`config.mk`:
```
export PLATFORM = sky130hd
export DESIGN_NAME = pep_ks_tile_seq
export DESIGN_NICKNAME = d
export VERILOG_FILES = /design/src/rtl/pep_ks_common_definition_pkg.sv /design/src/rtl/pep_ks_tile_seq_pkg.sv /design/src/rtl/pep_ks_tile_cnt.sv /design/src/rtl/pep_ks_tile_seq.sv
export SDC_FILE = /design/constraint.sdc
export NUM_CORES = 1
export LEC_CHECK = 0
export CORE_MARGIN = 3
export CORE_UTILIZATION = 49
export CTS_CLUSTER_SIZE = 10
export DETAILED_ROUTE_END_ITERATION = 6
export GPL_ROUTABILITY_DRIVEN = 1
export GPL_TIMING_DRIVEN = 0
export PLACE_DENSITY = 0.78
export SLEW_MARGIN = 20
export SYNTH_ARGS = -nofsm -noshare
export SYNTH_HDL_FRONTEND = slang
export SYNTH_HIERARCHICAL = 1
export SYNTH_SLANG_ARGS = --single-unit
```
`constraint.sdc`:
```
create_clock -name clk -period 2.6 [get_ports clk]
set_input_delay 0.78 -clock clk [delete_from_list [all_inputs] [get_ports clk]]
set_output_delay 0.78 -clock clk [all_outputs]
set_load 0.03 [all_outputs]
```
`src/rtl/pep_ks_common_definition_pkg.sv`:
```
// Tile geometry shared by the keyswitch datapath and its sequencers.
package pep_ks_common_definition_pkg;
    localparam int LBX = 3;
    localparam int LBY = 64;
    localparam int LBZ = 3;
endpackage

```
`src/rtl/pep_ks_tile_seq_pkg.sv`:
```
// Types and constants for the keyswitch tile sequencer.
package pep_ks_tile_seq_pkg;
    import pep_ks_common_definition_pkg::*;

    localparam int KS_LWE_K_W  = 12;
    localparam int KS_BLWE_K_W = 14;
    localparam int KS_LEVEL_W  = 5;

    // LOAD always lasts exactly this many cycles, independent of LBX/LBY/LBZ,
    // so the first tile is valid two cycles after command acceptance.
    localparam int LOAD_CYCLES = 1;

    typedef enum logic [1:0] {
        ST_IDLE,
        ST_LOAD,
        ST_RUN,
        ST_DONE
    } state_e;

    typedef struct packed {
        logic [KS_LWE_K_W-1:0]      x;
        logic [KS_BLWE_K_W-1:0]     y;
        logic [KS_LEVEL_W-1:0]      z;
        logic [LBX-1:0]             x_mask;
        logic [$clog2(LBY+1)-1:0]   y_nb;
        logic [$clog2(LBZ+1)-1:0]   z_nb;
        logic                       first;
        logic                       last;
        logic                       y_last;
    } tile_desc_t;
endpackage

```
`src/rtl/pep_ks_tile_cnt.sv`:
```
// Wrapping tile counter: tracks the remaining element count instead of dividing,
// so the last flag and the partial-group size fall out of a subtract-compare.
module pep_ks_tile_cnt #(
    parameter int W    = 12,
    parameter int LB   = 3,
    parameter int NB_W = $clog2(LB+1)
) (
    input  logic            clk,
    input  logic            s_rst_n,
    input  logic            load,
    input  logic            step,
    input  logic [W-1:0]    total,
    output logic [W-1:0]    idx,
    output logic            last,
    output logic            last_nxt,
    output logic [NB_W-1:0] nb_nxt
);
    localparam logic [W:0] LB_V = (W+1)'(LB);

    logic [W-1:0] idx_q, idx_d;
    logic [W:0]   rem_q, rem_d;
    logic         last_q;

    always_comb begin
        idx_d = idx_q;
        rem_d = rem_q;
        if (load || (step && last_q)) begin
            idx_d = '0;
            rem_d = {1'b0, total};
        end else if (step) begin
            idx_d = idx_q + 1'b1;
            rem_d = rem_q - LB_V;
        end
        last_nxt = (rem_d <= LB_V);
        nb_nxt   = last_nxt ? NB_W'(rem_d) : NB_W'(LB);
    end

    always_ff @(posedge clk or negedge s_rst_n) begin
        if (!s_rst_n) begin
            idx_q  <= '0;
            rem_q  <= '0;
            last_q <= 1'b0;
        end else begin
            idx_q  <= idx_d;
            rem_q  <= rem_d;
            last_q <= last_nxt;
        end
    end

    assign idx  = idx_q;
    assign last = last_q;
endmodule

```
`src/rtl/pep_ks_tile_seq.sv`:
```
// Keyswitch tile sequencer: walks (x, y, z) tiles of one command, z innermost.
//   state | meaning
//   IDLE  | ready for a command
//   LOAD  | command latched, counters loaded (one cycle)
//   RUN   | issuing tile descriptors
//   DONE  | one-cycle done pulse
module pep_ks_tile_seq
    import pep_ks_tile_seq_pkg::*;
#(
    parameter int LBX      = pep_ks_common_definition_pkg::LBX,
    parameter int LBY      = pep_ks_common_definition_pkg::LBY,
    parameter int LBZ      = pep_ks_common_definition_pkg::LBZ,
    parameter int LWE_K_W  = 12,
    parameter int BLWE_K_W = 14,
    parameter int LEVEL_W  = 5
) (
    input  logic                      clk,
    input  logic                      s_rst_n,
    input  logic                      cmd_vld,
    output logic                      cmd_rdy,
    input  logic [LWE_K_W-1:0]        cmd_lwe_k,
    input  logic [BLWE_K_W-1:0]       cmd_blwe_k,
    input  logic [LEVEL_W-1:0]        cmd_level,
    output logic                      tile_vld,
    input  logic                      tile_rdy,
    output logic [LWE_K_W-1:0]        tile_x,
    output logic [BLWE_K_W-1:0]       tile_y,
    output logic [LEVEL_W-1:0]        tile_z,
    output logic [LBX-1:0]            tile_x_mask,
    output logic [$clog2(LBY+1)-1:0]  tile_y_nb,
    output logic [$clog2(LBZ+1)-1:0]  tile_z_nb,
    output logic                      tile_first,
    output logic                      tile_last,
    output logic                      tile_y_last,
    output logic                      done
);
    localparam int XNB_W = $clog2(LBX+1);
    localparam int YNB_W = $clog2(LBY+1);
    localparam int ZNB_W = $clog2(LBZ+1);

    state_e                state_q, state_d;
    logic [LWE_K_W-1:0]    lwe_k_q, lwe_k_d;
    logic [BLWE_K_W-1:0]   blwe_k_q, blwe_k_d;
    logic [LEVEL_W-1:0]    level_q, level_d;
    logic                  cmd_rdy_q, cmd_rdy_d;
    logic                  tile_vld_q, tile_vld_d;
    logic                  done_q, done_d;
    logic                  tile_first_q, tile_first_d;
    logic                  tile_last_q, tile_last_d;
    logic                  tile_y_last_q, tile_y_last_d;
    logic [LBX-1:0]        tile_x_mask_q, tile_x_mask_d;
    logic [YNB_W-1:0]      tile_y_nb_q, tile_y_nb_d;
    logic [ZNB_W-1:0]      tile_z_nb_q, tile_z_nb_d;

    logic                  hs, cnt_load, x_step, y_step, z_step;
    logic                  x_last, y_last, z_last;
    logic                  x_last_nxt, y_last_nxt, z_last_nxt;
    logic [XNB_W-1:0]      x_nb_nxt;
    logic [YNB_W-1:0]      y_nb_nxt;
    logic [ZNB_W-1:0]      z_nb_nxt;
    logic                  cmd_empty;

    assign hs        = tile_vld_q && tile_rdy;
    assign cnt_load  = (state_q == ST_LOAD);
    assign z_step    = hs;
    assign y_step    = hs && z_last;
    assign x_step    = y_step && y_last;
    assign cmd_empty = (lwe_k_q == '0) || (blwe_k_q == '0) || (level_q == '0);

    pep_ks_tile_cnt #(.W(LWE_K_W), .LB(LBX), .NB_W(XNB_W)) u_cnt_x (
        .clk(clk), .s_rst_n(s_rst_n), .load(cnt_load), .step(x_step),
        .total(lwe_k_q), .idx(tile_x), .last(x_last),
        .last_nxt(x_last_nxt), .nb_nxt(x_nb_nxt)
    );

    pep_ks_tile_cnt #(.W(BLWE_K_W), .LB(LBY), .NB_W(YNB_W)) u_cnt_y (
        .clk(clk), .s_rst_n(s_rst_n), .load(cnt_load), .step(y_step),
        .total(blwe_k_q), .idx(tile_y), .last(y_last),
        .last_nxt(y_last_nxt), .nb_nxt(y_nb_nxt)
    );

    pep_ks_tile_cnt #(.W(LEVEL_W), .LB(LBZ), .NB_W(ZNB_W)) u_cnt_z (
        .clk(clk), .s_rst_n(s_rst_n), .load(cnt_load), .step(z_step),
        .total(level_q), .idx(tile_z), .last(z_last),
        .last_nxt(z_last_nxt), .nb_nxt(z_nb_nxt)
    );

    always_comb begin
        state_d  = state_q;
        lwe_k_d  = lwe_k_q;
        blwe_k_d = blwe_k_q;
        level_d  = level_q;
        case (state_q)
            ST_IDLE: begin
                if (cmd_vld && cmd_rdy_q) begin
                    lwe_k_d  = cmd_lwe_k;
                    blwe_k_d = cmd_blwe_k;
                    level_d  = cmd_level;
                    state_d  = ST_LOAD;
                end
            end
            ST_LOAD: state_d = cmd_empty ? ST_DONE : ST_RUN;
            ST_RUN:  if (hs && x_last && y_last && z_last) state_d = ST_DONE;
            ST_DONE: state_d = ST_IDLE;
            default: state_d = ST_IDLE;
        endcase

        cmd_rdy_d  = (state_d == ST_IDLE);
        tile_vld_d = (state_d == ST_RUN);
        done_d     = (state_d == ST_DONE);

        // Descriptor flags are computed from the counters' next values so they stay registered.
        tile_first_d  = tile_vld_d && (cnt_load || (tile_first_q && !hs));
        tile_last_d   = tile_vld_d && x_last_nxt && y_last_nxt && z_last_nxt;
        tile_y_last_d = tile_vld_d && y_last_nxt && z_last_nxt;
        tile_y_nb_d   = y_nb_nxt;
        tile_z_nb_d   = z_nb_nxt;
        tile_x_mask_d = '0;
        for (int i = 0; i < LBX; i++) begin
            tile_x_mask_d[i] = tile_vld_d && (i < int'(x_nb_nxt));
        end
    end

    always_ff @(posedge clk or negedge s_rst_n) begin
        if (!s_rst_n) begin
            state_q       <= ST_IDLE;
            lwe_k_q       <= '0;
            blwe_k_q      <= '0;
            level_q       <= '0;
            cmd_rdy_q     <= 1'b1;
            tile_vld_q    <= 1'b0;
            done_q        <= 1'b0;
            tile_first_q  <= 1'b0;
            tile_last_q   <= 1'b0;
            tile_y_last_q <= 1'b0;
            tile_x_mask_q <= '0;
            tile_y_nb_q   <= '0;
            tile_z_nb_q   <= '0;
        end else begin
            state_q       <= state_d;
            lwe_k_q       <= lwe_k_d;
            blwe_k_q      <= blwe_k_d;
            level_q       <= level_d;
            cmd_rdy_q     <= cmd_rdy_d;
            tile_vld_q    <= tile_vld_d;
            done_q        <= done_d;
            tile_first_q  <= tile_first_d;
            tile_last_q   <= tile_last_d;
            tile_y_last_q <= tile_y_last_d;
            tile_x_mask_q <= tile_x_mask_d;
            tile_y_nb_q   <= tile_y_nb_d;
            tile_z_nb_q   <= tile_z_nb_d;
        end
    end

    assign cmd_rdy     = cmd_rdy_q;
    assign tile_vld    = tile_vld_q;
    assign done        = done_q;
    assign tile_first  = tile_first_q;
    assign tile_last   = tile_last_q;
    assign tile_y_last = tile_y_last_q;
    assign tile_x_mask = tile_x_mask_q;
    assign tile_y_nb   = tile_y_nb_q;
    assign tile_z_nb   = tile_z_nb_q;
endmodule

```
==> impl_metrics.env, run 1 <==
export IMPL_grt_pass1_vias=4463
export IMPL_ff2ff_setup_slack_ns=-0.09
export IMPL_cts_tree="built"
export IMPL_worstPathRequired_ns=2.87
export IMPL_period_needed_ns=2.78
export IMPL_antenna_left=0
export IMPL_crit_fanout=6
export IMPL_finish_net_count=691
export IMPL_setup_ws_ns=-0.177
export IMPL_drt_iter0_markers=290
export IMPL_numCtsBuffers=17
export IMPL_synth_most_common_cell="dfrtp_1"
export IMPL_finalHoldViolCount=0
export IMPL_gp_congestion=0.860
export IMPL_cts_num_sinks=119
export IMPL_cp_slowest_cell="or4_4"
export IMPL_synth_cell_types=75
export IMPL_path_depth=9
export IMPL_design_area_mm2=0.00781
export IMPL_seq_area_frac_synth_pct=52.4
export IMPL_post_dp_hpwl_um=9080
export IMPL_timing_fmax_ghz=0.360
export IMPL_hp_class="primary input to asynchronous set/reset pin"
export IMPL_grt_util_all_layers_pct=21.4
export IMPL_fin_worst_hold_slack_ns=0.292
export IMPL_dieHeight_um=114
export IMPL_cp_common_cell="buf_8"
export IMPL_async_reset_ff_share_pct=100
export IMPL_finClkSkew_ns=0.00641
export IMPL_fp_dieW_um=114
export IMPL_worst_pin_slew_ns=0.581
export IMPL_drv_cap=0
export IMPL_r2r_end="tile_x_mask[0]"
export IMPL_io_buffers=83
export IMPL_path_buf_inv=3
export IMPL_arrival_ns=3.05
export IMPL_cp_end_kind="flop"
export IMPL_cts_max_level=4
export IMPL_synth_area_mm2=0.00569
export IMPL_yosys_warnings=6
export IMPL_synth_edff_count=0
export IMPL_pin_count=84
export IMPL_area_growth_pct=37.2
export IMPL_worstPathCellList="buf_8, buf_4, and3_4, or4b_4, o21ai_4, a31oi_4, or3_4, buf_8, or4_4"
export IMPL_routed_via_density=5.61
export IMPL_placed_cells=748
export IMPL_drtPass1Iterations=5
export IMPL_postSynthAreaPerCell_um2=10.9
export IMPL_synth_top_cells_by_area="dfrtp_1, mux2_2, xor2_1"
export IMPL_synth_top_area_share_pct=51.9
export IMPL_rsz0062_at_grt="true"
export IMPL_synthCells=524
export IMPL_grt_pass1_wl_um=21800
export IMPL_violations="setup timing"
export IMPL_layout_drive_gt1_share_pct=24.6
export IMPL_coreArea_mm2=0.0111
export IMPL_max_stage_delay_ns=0.53
export IMPL_yosys_top_cells_count="dfrtp_1, nor2_1, nand2_1, mux2_2, a21oi_1"
export IMPL_power_density_mw_per_mm2=1130
export IMPL_yosys_area_top_type="dfrtp_1"
export IMPL_fin_crit_sh_pct=107
export IMPL_wl_um=13800
export IMPL_syn_nets=569
export IMPL_maxSlewViolCount=0
export IMPL_crit_family="simple AND/OR/NAND/NOR gates"
export IMPL_r2r_start="u_cnt_x/rem_q[1]"
export IMPL_initial_core_util_pct=51.4
export IMPL_worstSkewPairLatency_ns=0.41
export IMPL_final_cells=799
export IMPL_clockRootBuffer="clkbuf_16"
export IMPL_place_area_mm2=0.00677
export IMPL_worst_setup_path_type="primary input to flop"
export IMPL_status="complete, but fails checks"
export IMPL_yosys_most_used_dff="dfrtp_1"
export IMPL_startpoint_type="primary input"
export IMPL_routedWlPerCell_um=17.2
export IMPL_grt_max_degree=77
export IMPL_irDropWorstVdd_mv=0.763
export IMPL_dr_total_vias=4486
export IMPL_cts_clk_slew_worst_paths_ns=0.05
export IMPL_relSlewSlack_pct=60.9
export IMPL_ys_ff_latch=119
export IMPL_p_leak_nw=3.34
export IMPL_diodes=0
export IMPL_reg2reg_depth=10
export IMPL_std_cell_rows=38
export IMPL_drc=0
export IMPL_antenna_found_initial=0
export IMPL_grt_ovfl_total=0
export IMPL_setup_viol=8
export IMPL_cts_buffer_depth=2
export IMPL_fin_setup_tns_ns=-0.489
export IMPL_design_die_area_mm2=0.0129
[per-stage QoR]
| stage | total power, mW | setup slack (ns) | utilization, % |
|---|---|---|---|
| 2_1_floorplan | 4.87 | -0.252 | - |
| 3_3_place_gp | 5.58 | -3.74 | 60.8 |
| 3_5_place_dp | 5.73 | -1.01 | 61.1 |
| 4_1_cts | 8.37 | -0.0883 | 67.9 |
| 5_1_grt | 9.25 | -0.278 | 70.5 |
| 6_report | 8.79 | -0.177 | 70.5 |
[where the power goes]
| group | leakage (nW) | total [mW] | switching [mW] | internal (mW) |
|---|---|---|---|---|
| Clock | 0.302 | 2.48 | 0.828 | 1.65 |
| Combinational | 1.53 | 3.24 | 1.74 | 1.50 |
| Sequential | 1.50 | 3.07 | 0.593 | 2.48 |
| Total | 3.34 | 8.79 | 3.16 | 5.62 |
[cells in the final DEF, fill, tap and decap left out, drive strengths merged, types with 14 or more instances in the layout]
cell,n
o21ai,23
nor4,16
or3,14
xor2,21
buf,32
clkbuf,29
a21oi,27
nand3,14
nor2,48
nor3,16
dfrtp,118
nand2,45
mux2,34
clkdlybuf4s50,81
[worst register-to-register path, delay by kind of cell, from the launching register on]
kind | cells | cell delay, ns
DFF | 1 | 0.40
adders and majority gates | 1 | 0.19
buffers and inverters | 1 | 0.16
and+or+nand+nor | 4 | 1.31
AOI/OAI and AO/OA | 4 | 0.48
[worst max-delay path by stage]
stage	slack, ns	from	endpoint
final	-0.18	tile_rdy	tile_y_nb[6]
after global routing	-0.28	u_cnt_x/rem_q[1]	tile_x_mask[0]
after CTS	-0.09	tile_rdy	tile_x_mask[0]
after detailed placement	-1.01	tile_rdy	tile_last
after global placement	-3.74	s_rst_n	tile_y_nb[4]
after floorplan	-0.25	tile_rdy	tile_x_mask[0]
[cell families after synthesis]
family | after synthesis | synth area share [%]
buffers and inverters | 32 | 2.86
multiplexers | 38 | 7.63
flip-flops | 119 | 52.4
XOR/XNOR | 31 | 4.77
AO/OA/AOI/OAI | 88 | 10.5
AND/OR/NAND/NOR | 206 | 19.7
adder cells (fa/ha/maj) | 10 | 2.20
[registers in the layout, summed over array words and instances, names as in the netlist, 2 cells and up]
signal and count:
blwe_k_q 14, tile_y_nb 7, u_cnt_x/rem_q 13, lwe_k_q 12
u_cnt_y/idx 14, tile_x_mask 3, u_cnt_y/rem_q 15, u_cnt_z/idx 5
level_q 5, u_cnt_x/idx 12, tile_z_nb 2, state_q 2
u_cnt_z/rem_q 6
[routing by layer]
layer	vias to the layer above	track usage (%)	wire [um]
met5	-	0	0
met4	0	7.61	318
met3	34	5.15	621
met2	151	36.3	7120
met1	2172	26.8	5710
li1	2129	-	-
[area by class of cell]
class / instances / area, um^2
buffer: 18 / 128
clock buffer: 20 / 457
clock inverter: 12 / 175
fill: 782 / 3270
inverter: 13 / 48.8
multi-input combinational: 373 / 2810
sequential: 119 / 2980
tap: 140 / 175
timing repair buffer: 104 / 1030
[timing repair]
item / 4_1_cts / 5_1_grt
gates cloned: 0 / 0
gates resized for setup: 20 / 43
pin swaps: 10 / 18
endpoints found under the setup margin: 36 / 20
hold buffers: 0 / 0
buffers inserted: 8 / 12
No activity file was read; power rests on OpenSTA's default activity.
==> inputs of run 2 (changes only) <==
--- a/config.mk
+++ b/config.mk
@@ -6,12 +6,12 @@
 export NUM_CORES = 1
 export LEC_CHECK = 0
 export CORE_MARGIN = 3
-export CORE_UTILIZATION = 49
+export CORE_UTILIZATION = 50
 export CTS_CLUSTER_SIZE = 10
 export DETAILED_ROUTE_END_ITERATION = 6
 export GPL_ROUTABILITY_DRIVEN = 1
 export GPL_TIMING_DRIVEN = 0
-export PLACE_DENSITY = 0.78
+export PLACE_DENSITY = 0.76
 export SLEW_MARGIN = 20
 export SYNTH_ARGS = -nofsm -noshare
 export SYNTH_HDL_FRONTEND = slang
==> constraint.sdc (replaced) <==
create_clock -name clk -period 2.7 [get_ports clk]
set_input_delay 0.81 -clock clk [delete_from_list [all_inputs] [get_ports clk]]
set_output_delay 0.81 -clock clk [all_outputs]
set_load 0.03 [all_outputs]
==> run 2 against run 1 <==
- the flow still finishes with violations (setup timing)
- register-to-register slack about the same
- critical path depth is 2 higher
- sequential power shrank 3%
- hold slack gained 0.10 ns
- core utilization fell by 1.5 points
- via count grew 0.98%
- die area is 1.9% lower
==> impl_metrics.env, run 2 (synthesized netlist as in run 1, its figures left out) <==
export IMPL_status="complete, but fails checks"
export IMPL_violations="setup timing"
export IMPL_switching_share_pct=36.3
export IMPL_r2r_start="tile_vld"
export IMPL_final_cells=790
export IMPL_std_cell_rows=38
export IMPL_irDropWorstVdd_mv=0.585
export IMPL_coreArea_mm2=0.0110
export IMPL_cp_startpoint="tile_rdy"
export IMPL_power_switching_mw=2.87
export IMPL_grt_util_all_layers_pct=21.6
export IMPL_antenna_left=0
export IMPL_cp_end_kind="flop"
export IMPL_grt_pass1_wl_um=22100
export IMPL_fin_total_pwr_mw=7.90
export IMPL_p_leak_nw=3.24
export IMPL_cts_max_level=4
export IMPL_diodes=0
export IMPL_timing_fmax_ghz=0.355
export IMPL_power_frac_comb_pct=34.7
export IMPL_startpoint_type="primary input"
export IMPL_setup_ws_ns=-0.115
export IMPL_rsz0062_at_grt="true"
export IMPL_drtPass1Iterations=7
export IMPL_numCtsBuffers=17
export IMPL_wl_um=13300
export IMPL_dr_total_vias=4530
export IMPL_use_met1_pct=27.1
export IMPL_crit_fanout=5
export IMPL_design_area_mm2=0.00757
export IMPL_routed_via_density=5.73
export IMPL_period_needed_ns=2.81
export IMPL_fin_util_pct=68.9
export IMPL_maxSlewViolCount=0
export IMPL_io_buffers=83
export IMPL_gp_congestion=0.852
export IMPL_cts_clk_slew_worst_paths_ns=0.05
export IMPL_worst_setup_path_type="primary input to flop"
export IMPL_hp_class="primary input to asynchronous set/reset pin"
export IMPL_regMostFlops="u_cnt_y/rem_q"
export IMPL_fp_dieW_um=113
export IMPL_grt_ovfl_total=0
export IMPL_worst_pin_slew_ns=0.616
export IMPL_finClkSkew_ns=0.00622
export IMPL_layout_common_cells="dfrtp_1, clkdlybuf4s50_1, nor2_1"
export IMPL_cts_num_sinks=119
export IMPL_drc=0
export IMPL_clock_power_share_pct=27.8
export IMPL_routedWlPerCell_um=16.8
export IMPL_grtUsageMet2_pct=36.0
export IMPL_drt_iter0_markers=259
export IMPL_ctsHoldBuffers=0
export IMPL_finalHoldViolCount=0
export IMPL_place_area_mm2=0.00677
export IMPL_cts_buffer_depth=2
export IMPL_top_usage_layer="met2"
export IMPL_grt_pass1_vias=4571
export IMPL_intPower_mw=5.03
export IMPL_fin_worst_hold_slack_ns=0.392
export IMPL_power_density_mw_per_mm2=1040
export IMPL_worstPathRequired_ns=2.98
export IMPL_dp_worst_setup_slack_ns=-0.956
export IMPL_p_seq_share_pct=37.6
export IMPL_worstSkewPairLatency_ns=0.41
export IMPL_grt_max_degree=66
export IMPL_fin_setup_tns_ns=-0.259
export IMPL_dieHeight_um=113
export IMPL_setup_viol=4
export IMPL_finish_net_count=682
export IMPL_drv_cap=0
export IMPL_fin_crit_sh_pct=104
export IMPL_largest_reg_flops=15
export IMPL_arrival_ns=3.09
export IMPL_post_dp_hpwl_um=9110
export IMPL_design_die_area_mm2=0.0127
export IMPL_cts_tree="built"
export IMPL_final_common_cell="dfrtp_1"
export IMPL_antenna_found_initial=0
export IMPL_placed_cells=748
export IMPL_clockRootBuffer="clkbuf_16"
export IMPL_grt_use_met3_pct=6.04
export IMPL_pin_count=84
export IMPL_relSlewSlack_pct=58.9
export IMPL_area_growth_pct=33.0
export IMPL_initial_core_util_pct=51.8
export IMPL_layout_drive_gt1_share_pct=22.0
-- run 2: cell types whose count changed in the layout (fill, tap and decap cells not counted), moves of 2 or more --
cell / delta
bufinv_16: -2
nor3_2: -2
nor4_2: -3
nor4b_1: +5
clkbuf_2: +2
clkinv_2: +3
nor4_1: +2
buf_4: -8
nor4b_4: -4
nor3_1: +2
buf_8: -2
-- run 2: layout make-up --
class                           instances  area (um^2)
Clock inverter                         13          130
Fill cell                             815         3410
Inverter                               13         48.8
Sequential cell                       119         2980
Timing Repair Buffer                   95          951
Clock buffer                           19          453
Tap cell                              140          175
Multi-Input combinational cell        373         2720
Buffer                                 18          115
-- run 2: final timing paths --
kind,end,slack (ns),cells past startpoint
hold reg to reg,u_cnt_y/rem_q[3],0.49,2
setup reg to reg,tile_x_mask[0],-0.10,10
setup / recovery,tile_x_mask[0],-0.11,11
min in group clk,u_cnt_y/rem_q[3],0.49,2
max in group asynchronous,tile_y_nb[3],1.64,2
hold / removal,u_cnt_x/idx[11],0.39,1
-- run 2: repair_timing --
action	CTS	global route
gates resized for setup	15	22
endpoints found under the setup margin	26	16
setup buffers	4	7
pin swaps	6	11
hold endpoints to repair	0	0
-- run 2: routing by layer --
metal,wire (um),vias up
li1,-,2118
met1,5500,2250
met2,6960,141
met3,657,21
met4,178,0
met5,0,-
-- run 2: power groups by stage --
stage	clock, mW	sequential [mW]	combinational, mW
final	2.19	2.97	2.74
after global routing	2.33	3.04	2.98
after CTS	2.23	2.93	2.66
after detailed placement	0	2.95	2.56
after global placement	0	2.91	2.47
after floorplan	0	2.98	1.71
-- run 2: worst max-delay path: stages --
cell and delay (ns):
buf_8 0.08, and4_4 0.22, or4b_4 0.52, buf_4 0.18
xor2_4 0.15, a41o_2 0.22, o211ai_1 0.16, nor4_4 0.41
nand2b_1 0.15, o21ai_1 0.14, a21oi_1 0.05
==> inputs of run 3 (changes only) <==
--- a/config.mk
+++ b/config.mk
@@ -5,6 +5,7 @@
 export SDC_FILE = /design/constraint.sdc
 export NUM_CORES = 1
 export LEC_CHECK = 0
+export ABC_AREA = 1
 export CORE_MARGIN = 3
 export CORE_UTILIZATION = 50
 export CTS_CLUSTER_SIZE = 10
==> run 3 against run 2 <==
- the flow now finishes without violations
- total power is 8.9% higher
- worst setup slack better by 0.37 ns
- clock power is 4% lower
- clock skew is 0.0042 ns higher
- core utilization is 2.2 points lower
- sequential power is 3% lower
- register-to-register slack better by 0.41 ns
- first-iteration DRC count is 26% higher
- combinational power is 32% higher
- flip-flop and latch count stayed put
- wire length is 3.4% higher
- critical path type is now flop to output port
==> impl_metrics.env, run 3 <==
export IMPL_placed_cells=938
export IMPL_finClkSkew_ns=0.0104
export IMPL_numCtsBuffers=17
export IMPL_synth_cell_types=42
export IMPL_worstSkewPairLatency_ns=0.41
export IMPL_clockRootBuffer="clkbuf_16"
export IMPL_routedWlPerCell_um=14.0
export IMPL_seq_area_frac_synth_pct=47.7
export IMPL_final_cells=983
export IMPL_maxSlewViolCount=0
export IMPL_dp_worst_setup_slack_ns=-0.474
export IMPL_largest_reg_flops=15
export IMPL_finish_net_count=848
export IMPL_cts_tree="built"
export IMPL_r2r_start="state_q[1]"
export IMPL_post_dp_hpwl_um=9760
export IMPL_fin_total_pwr_mw=8.60
export IMPL_fin_util_pct=66.7
export IMPL_cts_num_sinks=119
export IMPL_grt_pass1_vias=4853
export IMPL_rsz0062_at_grt="false"
export IMPL_drc=0
export IMPL_wl_um=13700
export IMPL_cts_max_level=4
export IMPL_fp_dieW_um=118
export IMPL_period_needed_ns=2.44
export IMPL_synth_most_common_cell="nand2_1"
export IMPL_final_common_cell="nand2_1"
export IMPL_cp_end_kind="output port"
export IMPL_drt_iter0_markers=327
export IMPL_yosys_warnings=6
export IMPL_cp_slowest_cell="clkdlybuf4s50_1"
export IMPL_io_buffers=83
export IMPL_layout_drive_gt1_share_pct=24.5
export IMPL_async_reset_ff_share_pct=100
export IMPL_reg2reg_depth=17
export IMPL_worstPathCellList="clkdlybuf4s50_1"
export IMPL_antenna_found_initial=0
export IMPL_cts_buffer_depth=2
export IMPL_status="finished clean"
export IMPL_coreArea_mm2=0.0121
export IMPL_design_die_area_mm2=0.0139
export IMPL_setup_ws_ns=0.257
export IMPL_worst_setup_path_type="flop to output port"
export IMPL_cts_clk_slew_worst_paths_ns=0.06
export IMPL_antenna_left=0
export IMPL_hp_class="primary input to asynchronous set/reset pin"
export IMPL_synth_top_area_share_pct=47.3
export IMPL_std_cell_rows=40
export IMPL_synth_area_mm2=0.00624
export IMPL_diodes=0
export IMPL_layout_common_cells="nand2_1, dfrtp_1, clkdlybuf4s50_1"
export IMPL_fin_worst_hold_slack_ns=0.298
export IMPL_area_growth_pct=29.4
export IMPL_relSlewSlack_pct=73.2
export IMPL_path_buf_inv=1
export IMPL_syn_nets=731
export IMPL_worstPathRequired_ns=1.89
export IMPL_ff2ff_setup_slack_ns=0.31
export IMPL_dieHeight_um=118
export IMPL_grt_ovfl_total=0
export IMPL_synth_edff_count=0
export IMPL_startpoint_type="flop"
export IMPL_yosys_most_used_dff="dfrtp_1"
export IMPL_crit_fanout=3
export IMPL_ctsHoldBuffers=0
export IMPL_yosys_top_cells_count="nand2_1, dfrtp_1, inv_1, nor2_1, nand3_1"
export IMPL_routed_via_density=5.05
export IMPL_worst_pin_slew_ns=0.402
export IMPL_dr_total_vias=4963
export IMPL_fin_crit_sh_pct=90.5
export IMPL_regMostFlops="u_cnt_y/rem_q"
export IMPL_setup_viol=0
export IMPL_finalHoldViolCount=0
export IMPL_max_stage_delay_ns=0.68
export IMPL_r2r_end="tile_last"
export IMPL_ys_ff_latch=119
export IMPL_grt_util_all_layers_pct=20.1
export IMPL_fill_cells=935
export IMPL_p_leak_nw=3.84
export IMPL_postSynthAreaPerCell_um2=9.10
export IMPL_crit_family="buffers and inverters"
export IMPL_synth_top_cells_by_area="dfrtp_1, nand2_1, mux2_2"
export IMPL_grt_max_degree=83
export IMPL_power_density_mw_per_mm2=1060
export IMPL_drv_cap=0
export IMPL_drtPass1Iterations=5
export IMPL_timing_fmax_ghz=0.409
export IMPL_irDropWorstVdd_mv=0.463
export IMPL_arrival_ns=1.63
export IMPL_yosys_area_top_type="dfrtp_1"
export IMPL_initial_core_util_pct=51.6
export IMPL_gp_congestion=0.873
export IMPL_grt_pass1_wl_um=22700
export IMPL_synthCells=686
export IMPL_pin_count=84
## run 3: per-layer routing
metal	global-route usage, %	share of wire, %	vias to the layer above	wire, um
met5	0	0	-	0
met1	24.4	43	2366	5880
met4	8.21	1.7	0	228
met2	34.0	51	149	6960
li1	-	-	2429	-
met3	5.33	4.9	19	669
## run 3: stage by stage
step / setup TNS [ns] / area [um^2]
6_report: 0 / 8080
3_3_place_gp: -440.31 / 7290
3_5_place_dp: -4.73 / 7310
2_1_floorplan: 0 / 6240
4_1_cts: -0.000256 / 7880
5_1_grt: 0 / 8080
## run 3: power breakdown
group / switching (mW) / leakage [nW] / internal [mW]
registers: 0.484 / 1.52 / 2.39
clock network: 0.750 / 0.272 / 1.36
logic: 2.23 / 2.06 / 1.39
total: 3.46 / 3.84 / 5.14
## run 3: worst max path at each step
stage,from,end,slack (ns),depth (start not counted)
final,cmd_rdy,cmd_rdy,0.26,1
after global routing,state_q[1],tile_last,0.14,17
after CTS,tile_rdy,tile_last,-0.0003,18
after detailed placement,tile_rdy,tile_last,-0.47,18
after global placement,s_rst_n,u_cnt_z/idx[3],-3.69,1
after floorplan,tile_rdy,tile_x_mask[0],0.33,12
## run 3: cell type report
| class | instances | area (um^2) | area share (%) |
|---|---|---|---|
| tap | 168 | 210 | 2.60 |
| clock buffer | 21 | 450 | 5.58 |
| inverter | 90 | 345 | 4.28 |
| clock inverter | 10 | 105 | 1.30 |
| timing repair buffer | 98 | 997 | 12.3 |
| buffer | 13 | 121 | 1.50 |
| multi-input combinational | 464 | 2870 | 35.5 |
| sequential | 119 | 2980 | 36.9 |
## run 3: cell families (layout without fill, tap and decap cells)
group	after synthesis	count (layout)	synth area share (%)
and+or+nand+nor	370	370	32.1
muxes	31	31	5.59
adders and majority gates	10	10	2.00
AOI/OAI and AO/OA	47	47	4.39
xor gates and xnor gates	6	6	0.842
DFF	119	119	47.7
buffers and inverters	103	232	7.37
## run 3: timing repair
item	4_1_cts	5_1_grt
setup buffers	0	13
gates cloned	0	1
endpoints found under the setup margin	3	5
pin swaps	0	10
resized for setup	2	15
